### src/rtl/wb_stage_pkg.sv
// wb_stage_pkg: shared FSM state type and load funct3 encodings for the write-back stage
package wb_stage_pkg;
    typedef enum logic {IDLE, WAIT_LOAD} wb_state_e;
    localparam logic [2:0] F3_LB  = 3'b000;
    localparam logic [2:0] F3_LH  = 3'b001;
    localparam logic [2:0] F3_LW  = 3'b010;
    localparam logic [2:0] F3_LBU = 3'b100;
    localparam logic [2:0] F3_LHU = 3'b101;
endpackage

### src/rtl/wb_stage_load_extend.sv
// load_extend: aligns a raw data-memory word and sign/zero-extends it by load type
// funct3  : load type (LB/LH/LW/LBU/LHU; anything else passes the word)
// addr_lo : byte address bits [1:0]
// rdata   : raw word from data memory
// ext     : aligned, extended result
module load_extend
    import wb_stage_pkg::*;
#(
    parameter int XLEN = 32
) (
    input  logic [2:0]      funct3,
    input  logic [1:0]      addr_lo,
    input  logic [XLEN-1:0] rdata,
    output logic [XLEN-1:0] ext
);
    logic [7:0]  b;
    logic [15:0] h;
    always_comb begin
        b   = rdata[{addr_lo, 3'b000} +: 8];
        h   = addr_lo[1] ? rdata[31:16] : rdata[15:0];
        ext = funct3 == F3_LB  ? {{24{b[7]}}, b}  :
              funct3 == F3_LBU ? {24'b0, b}       :
              funct3 == F3_LH  ? {{16{h[15]}}, h} :
              funct3 == F3_LHU ? {16'b0, h}       : rdata;
    end
endmodule

### src/rtl/wb_stage.sv
// wb_stage: RV32I write-back stage; waits for load data, extends it, drives the regfile write port
// in_*        : retiring instruction from MEM, handshake in_valid/in_ready
// mem_rvalid  : single-cycle load-data strobe with mem_rdata
// reg_write/w_adrs/w_data : registered regfile write port, zeroed when not writing
// retire      : one-cycle pulse per retired instruction
// instret     : 64-bit retired count, present only when WB_INSTRET_EN is defined
module wb_stage
    import wb_stage_pkg::*;
#(
    parameter int XLEN = 32
) (
    input  logic            clk,
    input  logic            rst,
    input  logic            in_valid,
    output logic            in_ready,
    input  logic [4:0]      in_rd,
    input  logic            in_reg_write,
    input  logic            in_is_load,
    input  logic [2:0]      in_funct3,
    input  logic [1:0]      in_addr_lo,
    input  logic [XLEN-1:0] in_wb_data,
    input  logic            mem_rvalid,
    input  logic [XLEN-1:0] mem_rdata,
    output logic            reg_write,
    output logic [4:0]      w_adrs,
    output logic [XLEN-1:0] w_data,
    output logic            retire
`ifdef WB_INSTRET_EN
    ,output logic [63:0]    instret
`endif
);
    wb_state_e       state, state_n;
    logic [4:0]      rd_q;
    logic            rw_q;
    logic [2:0]      f3_q;
    logic [1:0]      lo_q;
    logic [XLEN-1:0] ext;
    logic            fire_alu, fire_ld, wr;
    logic [4:0]      adrs_n;
    logic [XLEN-1:0] data_n;

    load_extend #(.XLEN(XLEN)) u_ext (
        .funct3 (f3_q),
        .addr_lo(lo_q),
        .rdata  (mem_rdata),
        .ext    (ext)
    );

    always_comb begin
        in_ready = state == IDLE;
        fire_alu = in_ready && in_valid && !in_is_load;
        fire_ld  = state == WAIT_LOAD && mem_rvalid;
        state_n  = in_ready && in_valid && in_is_load ? WAIT_LOAD :
                   fire_ld ? IDLE : state;
        wr       = fire_alu ? in_reg_write && in_rd != 5'd0 : fire_ld && rw_q && rd_q != 5'd0;
        adrs_n   = !wr ? 5'd0 : fire_alu ? in_rd : rd_q;
        data_n   = !wr ? '0 : fire_alu ? in_wb_data : ext;
    end

    always_ff @(posedge clk) begin
        if (rst) begin
            state     <= IDLE;
            reg_write <= 1'b0;
            w_adrs    <= 5'd0;
            w_data    <= '0;
            retire    <= 1'b0;
        end else begin
            state     <= state_n;
            reg_write <= wr;
            w_adrs    <= adrs_n;
            w_data    <= data_n;
            retire    <= fire_alu || fire_ld;
        end
    end

    // Load context is only meaningful in WAIT_LOAD, so it needs no reset.
    always_ff @(posedge clk) begin
        if (in_ready && in_valid && in_is_load) begin
            rd_q <= in_rd;
            rw_q <= in_reg_write;
            f3_q <= in_funct3;
            lo_q <= in_addr_lo;
        end
    end

`ifdef WB_INSTRET_EN
    always_ff @(posedge clk) begin
        if (rst)
            instret <= 64'd0;
        else if (retire)
            instret <= instret + 64'd1;
    end
`endif
endmodule

### config.mk
export PLATFORM = sky130hd
export DESIGN_NAME = wb_stage
export DESIGN_NICKNAME = d
export VERILOG_FILES = /design/src/rtl/wb_stage_pkg.sv /design/src/rtl/wb_stage_load_extend.sv /design/src/rtl/wb_stage.sv
export SDC_FILE = /design/constraint.sdc
export NUM_CORES = 1
export LEC_CHECK = 0
export CORE_MARGIN = 3
export CORE_UTILIZATION = 43
export DETAILED_ROUTE_END_ITERATION = 8
export GPL_TIMING_DRIVEN = 0
export HOLD_SLACK_MARGIN = 0.02
export PLACE_DENSITY_LB_ADDON = 0.08
export SLEW_MARGIN = 20
export SYNTH_ARGS = -nofsm -noshare
export SYNTH_HDL_FRONTEND = slang
export SYNTH_SLANG_ARGS = --single-unit
### constraint.sdc
create_clock -name clk -period 2.7 [get_ports clk]
set_clock_uncertainty 0.1 [all_clocks]
set_input_delay 0.405 -clock clk [delete_from_list [all_inputs] [get_ports clk]]
set_output_delay 0.405 -clock clk [all_outputs]
set_load 0.01 [all_outputs]
==> impl_results.md, run 1 <==
* Status: finished clean
* Top Ports at 120
* Post-synth net total at 332
* Top cells by area, synth: dfxtp_1, edfxtp_1, a211oi_1
* Final hold vios at 0
* Static leakage at between 1 and 1.5 nW
* RSZ-0062 raised after global routing: no
* Simple logic cell fraction of the synthesized area at between 10% and 20%
* Initial antenna violation count at 0
* Finished Layout Cells at around 450
* Crit share post-route at ~77%
* Top-area cell type share of the netlist area at between 30% and 40%
* Post-synthesis sequential area ratio at around 47%
* Nets at 458
* Crit-path cells: clkdlybuf4s50_1, or4_1, o2111ai_1, o41a_2, buf_6, buf_6, a21oi_1
* Max incr delay on CP at 0.56 ns
* Vias in the first global route at 2403
* Fillers at between 400 and 500
* Sink Count at between 50 and 60
* CTS buffer count at 5
* Postcts setup bufs at 0
* Slew @ Worst Pin at approximately 0.58 ns
* Synth area leader: dfxtp_1
* CP top delay family: buffers and inverters
* Setup violators final at 0
* Crit. End Element: register
* Library cells used by synthesis at 31
* Largest family of logic cells by synthesized area: compound AO/OA/AOI/OAI gates
* Worst path slowest cell: or4_1
* CP Launch Type: input port
* TritonCTS clock tree: done
* Avg WL per Cell at approximately 17 um
* Overall Power at 1.70 mW
* Hpwl dp at 5.88 mm
* Max_slew headroom at between 60% and 70%
* Residual DRC at 0
* First-pass GRT wire length at ~12 mm
* Diodes inserted at 0
* Cell Pwr Density at 449 nW/um^2
* Final WS setup at 0.625 ns
* Post_cts resized at 0
* Top cell by count, worst path: buf_6
* Share of cells above drive strength 1 at about 8.7%
* Placed Instances at 441
* Worst Path Required at ~2.8 ns
* Post-synthesis compound-gate area fraction at just under 30%
* Routability cong. at ~0.85
* CTS root buf: clkbuf_8
* Vias after detailed routing at around 2500
* DIE HEIGHT at 80.5 um
* Clock Tree Buf Depth at 2
* H-tree levels at 2
* Row count at 26
* Final Cell Area at 3780 um^2
* Synth Area in XOR/XNOR at 0%
* Register area at 1130 um^2
* FF+latch count, synth at 51
* Post-Route WL at around 7.5 mm
* Min-delay worst type: reg2reg
* Gr ovfl total at 0
* Crit path DAT at roughly 2.2 ns
* Post-synthesis average cell area at 9.47 um^2
* Setup Crit Path Kind: in2reg
* Port Buffers at between 100 and 150
* Setup TNS Final at 0 ns
* Hold buffer count at CTS at 0
* EDFF count, synth at 11
* Maximum VDD drop at roughly 0.38 mV
* Dpl ws at 0.308 ns
* Mux share of post-synthesis cell area at a little over 6%
* Slew Limit Fails at 0
* Die ar. at ~6500 um^2
* Area of the multi-input gates at 1090 um^2
* YS warnings at 0
* Buf+Inv Stages, Crit Path at 3
* Syn Inst Count at around 250
* Tmin final at 2.07 ns
* Final ANT Viol Nets at 0
* Worst-path fanout max at 10
* Initial drt markers at roughly 160
* Synth Flop Type: dfxtp_1
* Core Region at around 5200 um^2
* Initial core utilization at a little under half
* Routed vias/inst at 5.47
* Post-Syn Area at around 2400 um^2
* All-Layer GR Usage at roughly a quarter
* Clock slew seen by the registers of the worst setup and hold paths at around 0.10 ns
* Drt pass-1 iters at 4
* Area after DPL at 3660 um^2
* Fmax at around 480 MHz
* Async SR Flop Fraction at 0%
* Adder-cell area share of the yosys netlist at 0%
* Die width at approximately 80 um
* Max cap viols at 0
* Largest net degree at the start of global routing at 18
* Area Growth Syn to Fin at 58.4%
* Worst skew pair latency at roughly 0.31 ns
[registers in the layout (all words and copies together) (netlist names)]
signal	count
reg_write	1
lo_q	2
w_data	32
rd_q	5
retire	1
rw_q	1
w_adrs	5
state	1
f3_q	3
[final timing paths]
check,start,endpoint,slack [ns],cells after the start
setup / recovery,in_rd[2],w_data[4]$_SDFF_PP0_,0.63,7
hold / removal,rd_q[3]$_DFFE_PP_,w_adrs[3]$_SDFF_PP0_,0.47,2
setup reg to reg,lo_q[0]$_DFFE_PP_,w_data[5]$_SDFF_PP0_,0.79,5
hold reg to reg,rd_q[3]$_DFFE_PP_,w_adrs[3]$_SDFF_PP0_,0.47,2
[placed cells by master, fill, tap and decap left out, drive strengths merged, types with 2 or more instances in the layout]
cell,netlist,layout
clkbuf,10,15
nor2,29,29
o221ai,7,7
inv,13,14
a21oi,21,21
mux4,2,2
dfxtp,40,40
buf,10,10
clkdlybuf4s50,0,119
nand2b,3,3
o32a,6,6
o21ai,16,16
a22oi,8,8
nor2b,3,3
or4,2,2
a22o,9,9
mux2,8,8
edfxtp,11,11
nand2,19,19
a211oi,25,25
[synth_stat cells (all sizes together) (6+ instances only)]
cell type,n
mux2,8
edfxtp,11
a21oi,21
nor2,29
a211oi,25
nand2,19
buf,10
o21ai,16
a22oi,8
inv,13
clkbuf,10
dfxtp,40
o221ai,7
o32a,6
a22o,9
[tightest hold or removal path: cells and delay by family (launching register included)]
| family | cells | cell delay (ns) |
|---|---|---|
| AND/OR/NAND/NOR | 1 | 0.07 |
| flip-flops | 1 | 0.40 |
| AO/OA/AOI/OAI | 1 | 0.06 |
[cell families after synthesis]
kind of cell | after synthesis
compound gates | 98
simple gates | 58
flops | 51
buf+inv | 34
mux | 11
[where the power goes]
group	total (mW)	switching [mW]	internal (mW)
clock	0.545	0.266	0.279
combinational	0.341	0.147	0.194
sequential	0.812	0.00956	0.802
total	1.70	0.422	1.28
[routing by layer]
| metal | vias up | share of wire (%) | GRT usage, % | routed length (um) |
|---|---|---|---|---|
| met1 | 1129 | 42 | 31.1 | 3170 |
| met3 | 17 | 8.8 | 6.61 | 667 |
| met4 | 0 | 2.6 | 9.12 | 195 |
| met5 | - | 0 | 0 | 0 |
| met2 | 121 | 47 | 40.5 | 3510 |
| li1 | 1188 | - | - | - |
[per-stage QoR]
| stage | hold WS, ns | utilization [%] |
|---|---|---|
| 5_1_grt | 0.492 | 72.2 |
| 3_5_place_dp | 0.442 | 70.0 |
| 4_1_cts | 0.461 | 72.2 |
| 2_1_floorplan | 0.374 | - |
| 3_3_place_gp | 0.429 | 70.0 |
| 6_report | 0.465 | 72.2 |
[layout make-up]
cell class | count | share of cell area [%]
inverter | 14 | 1.39
buffer | 20 | 2.95
tap | 70 | 2.32
sequential | 51 | 29.9
multi-input combinational | 167 | 28.9
timing repair buffer | 119 | 31.5
clock buffer | 5 | 1.82
clock inverter | 3 | 1.22
(Power assumes the default switching activity.)
==> inputs of run 2 (changes only) <==
--- a/config.mk
+++ b/config.mk
@@ -6,7 +6,7 @@
 export NUM_CORES = 1
 export LEC_CHECK = 0
 export CORE_MARGIN = 3
-export CORE_UTILIZATION = 43
+export CORE_UTILIZATION = 40
 export DETAILED_ROUTE_END_ITERATION = 8
 export GPL_TIMING_DRIVEN = 0
 export HOLD_SLACK_MARGIN = 0.02
==> constraint.sdc (replaced) <==
create_clock -name clk -period 2 [get_ports clk]
set_clock_uncertainty 0.1 [all_clocks]
set_input_delay 0.3 -clock clk [delete_from_list [all_inputs] [get_ports clk]]
set_output_delay 0.3 -clock clk [all_outputs]
set_load 0.01 [all_outputs]
==> run 2 against run 1 <==
Against the previous run: worst hold slack got worse by 0.026 ns; flip-flop and latch count unchanged; final area decreased by 0.36%; combinational power increased by 34%; sequential share of layout area increased by 0.11 points; utilization decreased by 5.4 points; non-clock buffer count decreased by 1; die area increased by 6.9%; first-iteration DRC count decreased by 14%; sequential power increased by 35%; register-to-register slack got worse by 0.67 ns.
==> impl_results.md, run 2 (synthesis gave the netlist of run 1 again) <==
* Max incr delay on CP at 0.50 ns (-0.06 ns)
* Sink Count at 51 (unchanged)
* Setup violators final at 0 (unchanged)
* Die width at 83.2 um (+3.4%)
* Postcts setup bufs at 0 (unchanged)
* Port Buffers at 119 (unchanged)
* Vias after detailed routing at 2363 (-3.7%)
* Drt pass-1 iters at 4 (unchanged)
* R2R cell count at 4 (-1)
* Crit-path cells: clkdlybuf4s50_1, mux4_2, a31oi_2, buf_4, a211oi_1
* Nets at 457 (-0.22%)
* CP Launch Type: input port
* Max_slew headroom at 64.4% (+3.1 points)
* Worst hold endpoint: w_data[0]$_SDFF_PP0_
* Commonest non-fill, non-tap cells in the layout: clkdlybuf4s50_1, dfxtp_1, nor2_1
* Tmin final at approximately 1.9 ns
* Largest net degree at the start of global routing at 16 (-2)
* Initial core utilization at 42.3% (-3.3 points)
* Area after DPL at 3670 um^2 (about the same)
* FF-to-FF End: w_data[28]$_SDFF_PP0_
* Most common cell after layout, fill and taps aside: clkdlybuf4s50_1
* Hpwl dp at 5.74 mm (-2.4%)
* Residual DRC at 0 (unchanged)
* Routability cong. at 0.821 (-3.6%)
* Min-delay worst type: in2reg
* Finished Layout Cells at 450 (+0.22%)
* Fmax at 516 MHz
* Avg WL per Cell at 16.1 um (-4.0%)
* Die ar. at 6930 um^2 (+6.9%)
* RSZ-0062 raised after global routing: no
* Placed Instances at 443 (+0.45%)
* Core Region at 5640 um^2 (+7.7%)
* Max cap viols at 0 (unchanged)
* Post-Route WL at 7.26 mm (-3.7%)
* Slew @ Worst Pin at 0.534 ns (-0.0464 ns)
* Gr ovfl total at 0 (unchanged)
* Initial drt markers at 137 (-14%)
* Static leakage at 1.38 nW (-0.45%)
* Final hold vios at 0 (unchanged)
* Diodes inserted at 0 (unchanged)
* Overall Power at 2.12 mW (+25%)
* CTS buffer count at 5 (unchanged)
* Clock Tree Buf Depth at 2 (unchanged)
* CP top delay family: buffers and inverters
* Top Ports at 120 (unchanged)
* Share of cells above drive strength 1 at 8.99% (+0.29 points)
* Initial antenna violation count at 0 (unchanged)
* Area Growth Syn to Fin at 57.8%
* WHS Path Cells at 3 (+1)
* Crit share post-route at 97.0%
* Setup Crit Path Kind: in2reg
* Routed vias/inst at 5.25 (-4.0%)
* Row count at 27 (+3.8%)
* Final ANT Viol Nets at 0 (unchanged)
* Slew Limit Fails at 0 (unchanged)
* DIE HEIGHT at 83.2 um (+3.4%)
* Worst Path Required at 2.08 ns (-0.71 ns)
* Crit path DAT at 2.02 ns (-0.15 ns)
* Vias in the first global route at 2340 (-2.6%)
* Crit. End Element: register
* Clock slew seen by the registers of the worst setup and hold paths at 0.09 ns (about the same)
* Final hold slack at 0.440 ns (-0.0256 ns)
* Worst-path fanout max at 10 (unchanged)
* Hold Path Origin: in_wb_data[0]
* TritonCTS clock tree: done
* H-tree levels at 2 (unchanged)
* Status: finished clean
* First-pass GRT wire length at 11.8 mm (-3.4%)
* Buf+Inv Stages, Crit Path at 2 (-1)
* Worst skew pair latency at 0.30 ns (about the same)
* Max FFs per register at 32 (unchanged)
* Largest registers: w_data x32, rd_q x5, w_adrs x5
* Final Cell Area at 3770 um^2 (-0.36%)
* Worst path slowest cell: clkdlybuf4s50_1
* CTS root buf: clkbuf_8
* Cell Pwr Density at 564 nW/um^2 (+26%)
* All-Layer GR Usage at 21.1% (-3.6 points)
* R2R Setup Slk at 0.12 ns (-0.67 ns)
* Maximum VDD drop at 0.388 mV (+3.0%)
* Critical R2R Launch: lo_q[1]$_DFFE_PP_
* Most flop-heavy register: w_data
* Fillers at 493 (+22%)
[run 2: worst min-delay path, delay by kind of cell]
kind / cells / cell delay, ns
AND/OR/NAND/NOR: 1 / 0.05
buffers and inverters: 1 / 0.40
AO/OA/AOI/OAI: 1 / 0.05
[run 2: area by class of cell]
| type | count | area [um^2] | share of cell area [%] |
|---|---|---|---|
| Inverter | 14 | 52.6 | 1.40 |
| Sequential cell | 51 | 1130 | 30.0 |
| Clock inverter | 3 | 15.0 | 0.399 |
| Multi-Input combinational cell | 167 | 1100 | 29.1 |
| Clock buffer | 5 | 68.8 | 1.83 |
| Tap cell | 72 | 90.1 | 2.39 |
| Buffer | 19 | 120 | 3.19 |
| Timing Repair Buffer | 119 | 1190 | 31.6 |
[run 2: what timing repair did]
| action | 4_1_cts | 5_1_grt |
|---|---|---|
| endpoints found under the setup margin | 0 | 22 |
| resized for setup | 0 | 7 |
| hold buffers | 0 | 0 |
[run 2: stage by stage]
stage                     setup slack (ns)  util, %  TNS, ns
after global placement              -0.266     65.0    -8.65
after detailed placement            -0.267     65.0    -8.83
after CTS                           0.0509     66.5        0
after global routing               0.00456     66.8        0
after floorplan                      0.337        -        0
final                               0.0607     66.8        0
[run 2: worst max path at each step]
stage	startpoint	to	cells after the start
2_1_floorplan	lo_q[1]$_DFFE_PP_	w_data[12]$_SDFF_PP0_	4
6_report	mem_rdata[15]	w_data[28]$_SDFF_PP0_	5
5_1_grt	in_rd[2]	w_data[27]$_SDFF_PP0_	7
4_1_cts	in_rd[2]	w_data[4]$_SDFF_PP0_	7
3_3_place_gp	in_rd[2]	w_data[29]$_SDFF_PP0_	7
3_5_place_dp	in_rd[2]	w_data[4]$_SDFF_PP0_	7
[run 2: power breakdown]
group	internal [mW]	total, mW	switching, mW	leakage, nW
Sequential	1.08	1.10	0.0122	0.427
Combinational	0.264	0.458	0.194	0.912
Clock	0.238	0.571	0.333	0.0392
[run 2: per-layer routing]
layer / global-route usage [%] / share of wire [%]
met5: 0 / 0
met4: 4.46 / 0.84
met3: 4.96 / 7.1
met2: 35.1 / 47
met1: 28.0 / 45
==> inputs of run 3 (changes only) <==
--- a/config.mk
+++ b/config.mk
@@ -10,6 +10,7 @@
 export DETAILED_ROUTE_END_ITERATION = 8
 export GPL_TIMING_DRIVEN = 0
 export HOLD_SLACK_MARGIN = 0.02
+export MAX_ROUTING_LAYER = met4
 export PLACE_DENSITY_LB_ADDON = 0.08
 export SLEW_MARGIN = 20
 export SYNTH_ARGS = -nofsm -noshare
==> run 3 against run 2 <==
Against the previous run: combinational power about the same; non-clock buffer count is the same; via count decreased by 0.34%; worst setup slack got worse by 0.0042 ns; critical endpoint is now w_data[29]$_SDFF_PP0_.
==> impl_results.md, run 3 (synthesis gave the netlist of run 1 again) <==
* Nets at 457 (unchanged)
* Static leakage at 1.38 nW (unchanged)
* Min-delay worst type: in2reg
* Crit share post-route at 97.2% (+0.21 points)
* Avg WL per Cell at 16.2 um (+0.63%)
* DIE HEIGHT at 83.2 um (unchanged)
* Residual DRC at 0 (unchanged)
* Final hold vios at 0 (unchanged)
* Max_slew headroom at 63.7% (-0.65 points)
* Row count at 27 (unchanged)
* Top Ports at 120 (unchanged)
* Routed vias/inst at 5.23 (-0.34%)
* Largest registers: w_data x32, rd_q x5, w_adrs x5
* Max FFs per register at 32 (unchanged)
* Crit. End Element: register
* Status: finished clean
* Port Buffers at 119 (unchanged)
* Slew Limit Fails at 0 (unchanged)
* Final hold slack at 0.439 ns (-0.00102 ns)
* Worst-path fanout max at 10 (unchanged)
* First-pass GRT wire length at 11.8 mm (-0.18%)
* RSZ-0062 raised after global routing: no
* Hpwl dp at 5.74 mm (unchanged)
* Routability cong. at 0.834 (+1.5%)
* R2R Setup Slk at 0.11 ns (about the same)
* R2R cell count at 4 (unchanged)
* Initial drt markers at 102 (-26%)
* Initial core utilization at 42.3% (unchanged)
* TritonCTS clock tree: done
* Most flop-heavy register: w_data
* Dpl ws at -0.267 ns (unchanged)
* Max cap viols at 0 (unchanged)
* Vias after detailed routing at 2355 (-0.34%)
* CTS root buf: clkbuf_8
* Setup violators final at 0 (unchanged)
* Worst Path Required at 2.08 ns (about the same)
* Vias in the first global route at 2335 (-0.21%)
* Final ANT Viol Nets at 0 (unchanged)
* Gr ovfl total at 0 (unchanged)
* Postcts setup bufs at 0 (unchanged)
* Area Growth Syn to Fin at 57.8% (unchanged)
* Slew @ Worst Pin at 0.544 ns (+0.00970 ns)
* Clock Tree Buf Depth at 2 (unchanged)
* CP Launch Type: input port
* Commonest non-fill, non-tap cells in the layout: clkdlybuf4s50_1, dfxtp_1, nor2_1
* Initial antenna violation count at 0 (unchanged)
* Finished Layout Cells at 450 (unchanged)
* Final WS setup at 0.0565 ns (-0.00420 ns)
* Tmin final at 1.94 ns (+0.00420 ns)
* Crit path DAT at 2.03 ns (about the same)
* Die width at 83.2 um (unchanged)
* Largest net degree at the start of global routing at 16 (unchanged)
* Cell Pwr Density at 564 nW/um^2 (about the same)
* Fmax at 515 MHz (-0.22%)
* Overall Power at 2.12 mW (about the same)
* Share of cells above drive strength 1 at 8.99% (unchanged)
* All-Layer GR Usage at 21.7% (+0.58 points)
* Clock slew seen by the registers of the worst setup and hold paths at 0.09 ns (about the same)
* Die ar. at 6930 um^2 (unchanged)
* Drt pass-1 iters at 4 (unchanged)
* Most common cell after layout, fill and taps aside: clkdlybuf4s50_1
* Hold buffer count at CTS at 0 (unchanged)
* Maximum VDD drop at 0.387 mV (-0.15%)
* Worst skew pair latency at 0.30 ns (about the same)
* Core Region at 5640 um^2 (unchanged)
* Post-Route WL at 7.31 mm (+0.63%)
* Diodes inserted at 0 (unchanged)
* Setup Crit Path Kind: in2reg
* WHS Path Cells at 3 (unchanged)
* CTS buffer count at 5 (unchanged)
* Sink Count at 51 (unchanged)
* Placed Instances at 443 (unchanged)
* Post_cts resized at 0 (unchanged)
* H-tree levels at 2 (unchanged)
==> run 3: cell counts in the layout (fill, tap and decap cells not counted) <==
Identical to the previous run, type by type.
==> run 3: where the power goes <==
part	internal [mW]	total [mW]	switching, mW
combinational	0.264	0.459	0.195
sequential	1.08	1.10	0.0122
clock	0.238	0.570	0.332
==> run 3: per-stage QoR <==
step	instance area, um^2	util (%)	setup TNS (ns)
after CTS	3750	66.5	0
after floorplan	2390	-	0
after detailed placement	3670	65.0	-8.83
after global routing	3770	66.8	0
final	3770	66.8	0
after global placement	3670	65.0	-8.65
==> run 3: worst paths after layout <==
kind                                        start                     to
worst max-delay path                mem_rdata[31]  w_data[29]$_SDFF_PP0_
worst min-delay path                in_wb_data[0]   w_data[0]$_SDFF_PP0_
worst max register to register  lo_q[1]$_DFFE_PP_  w_data[29]$_SDFF_PP0_
worst min register to register  rd_q[4]$_DFFE_PP_   w_adrs[4]$_SDFF_PP0_
==> run 3: worst max-delay path, stage by stage <==
cell             delay (ns)
clkdlybuf4s50_1        0.49
mux4_2                 0.51
a31oi_2                0.40
buf_4                  0.24
a211oi_1               0.08
==> run 3: layer usage <==
layer | vias up | global-route usage [%] | wire length [um]
met3 | 5 | 4.07 | 354
li1 | 1186 | - | -
met2 | 82 | 35.0 | 3410
met4 | 0 | 4.46 | 57
met5 | - | - | 0
met1 | 1082 | 28.6 | 3490
==> run 3: final cells by class <==
type	count	area, um^2
fill	493	1880
inverter	14	52.6
sequential	51	1130
buffer	19	120
multi-input combinational	167	1100
timing repair buffer	119	1190
tap	72	90.1
clock buffer	5	68.8
clock inverter	3	15.0
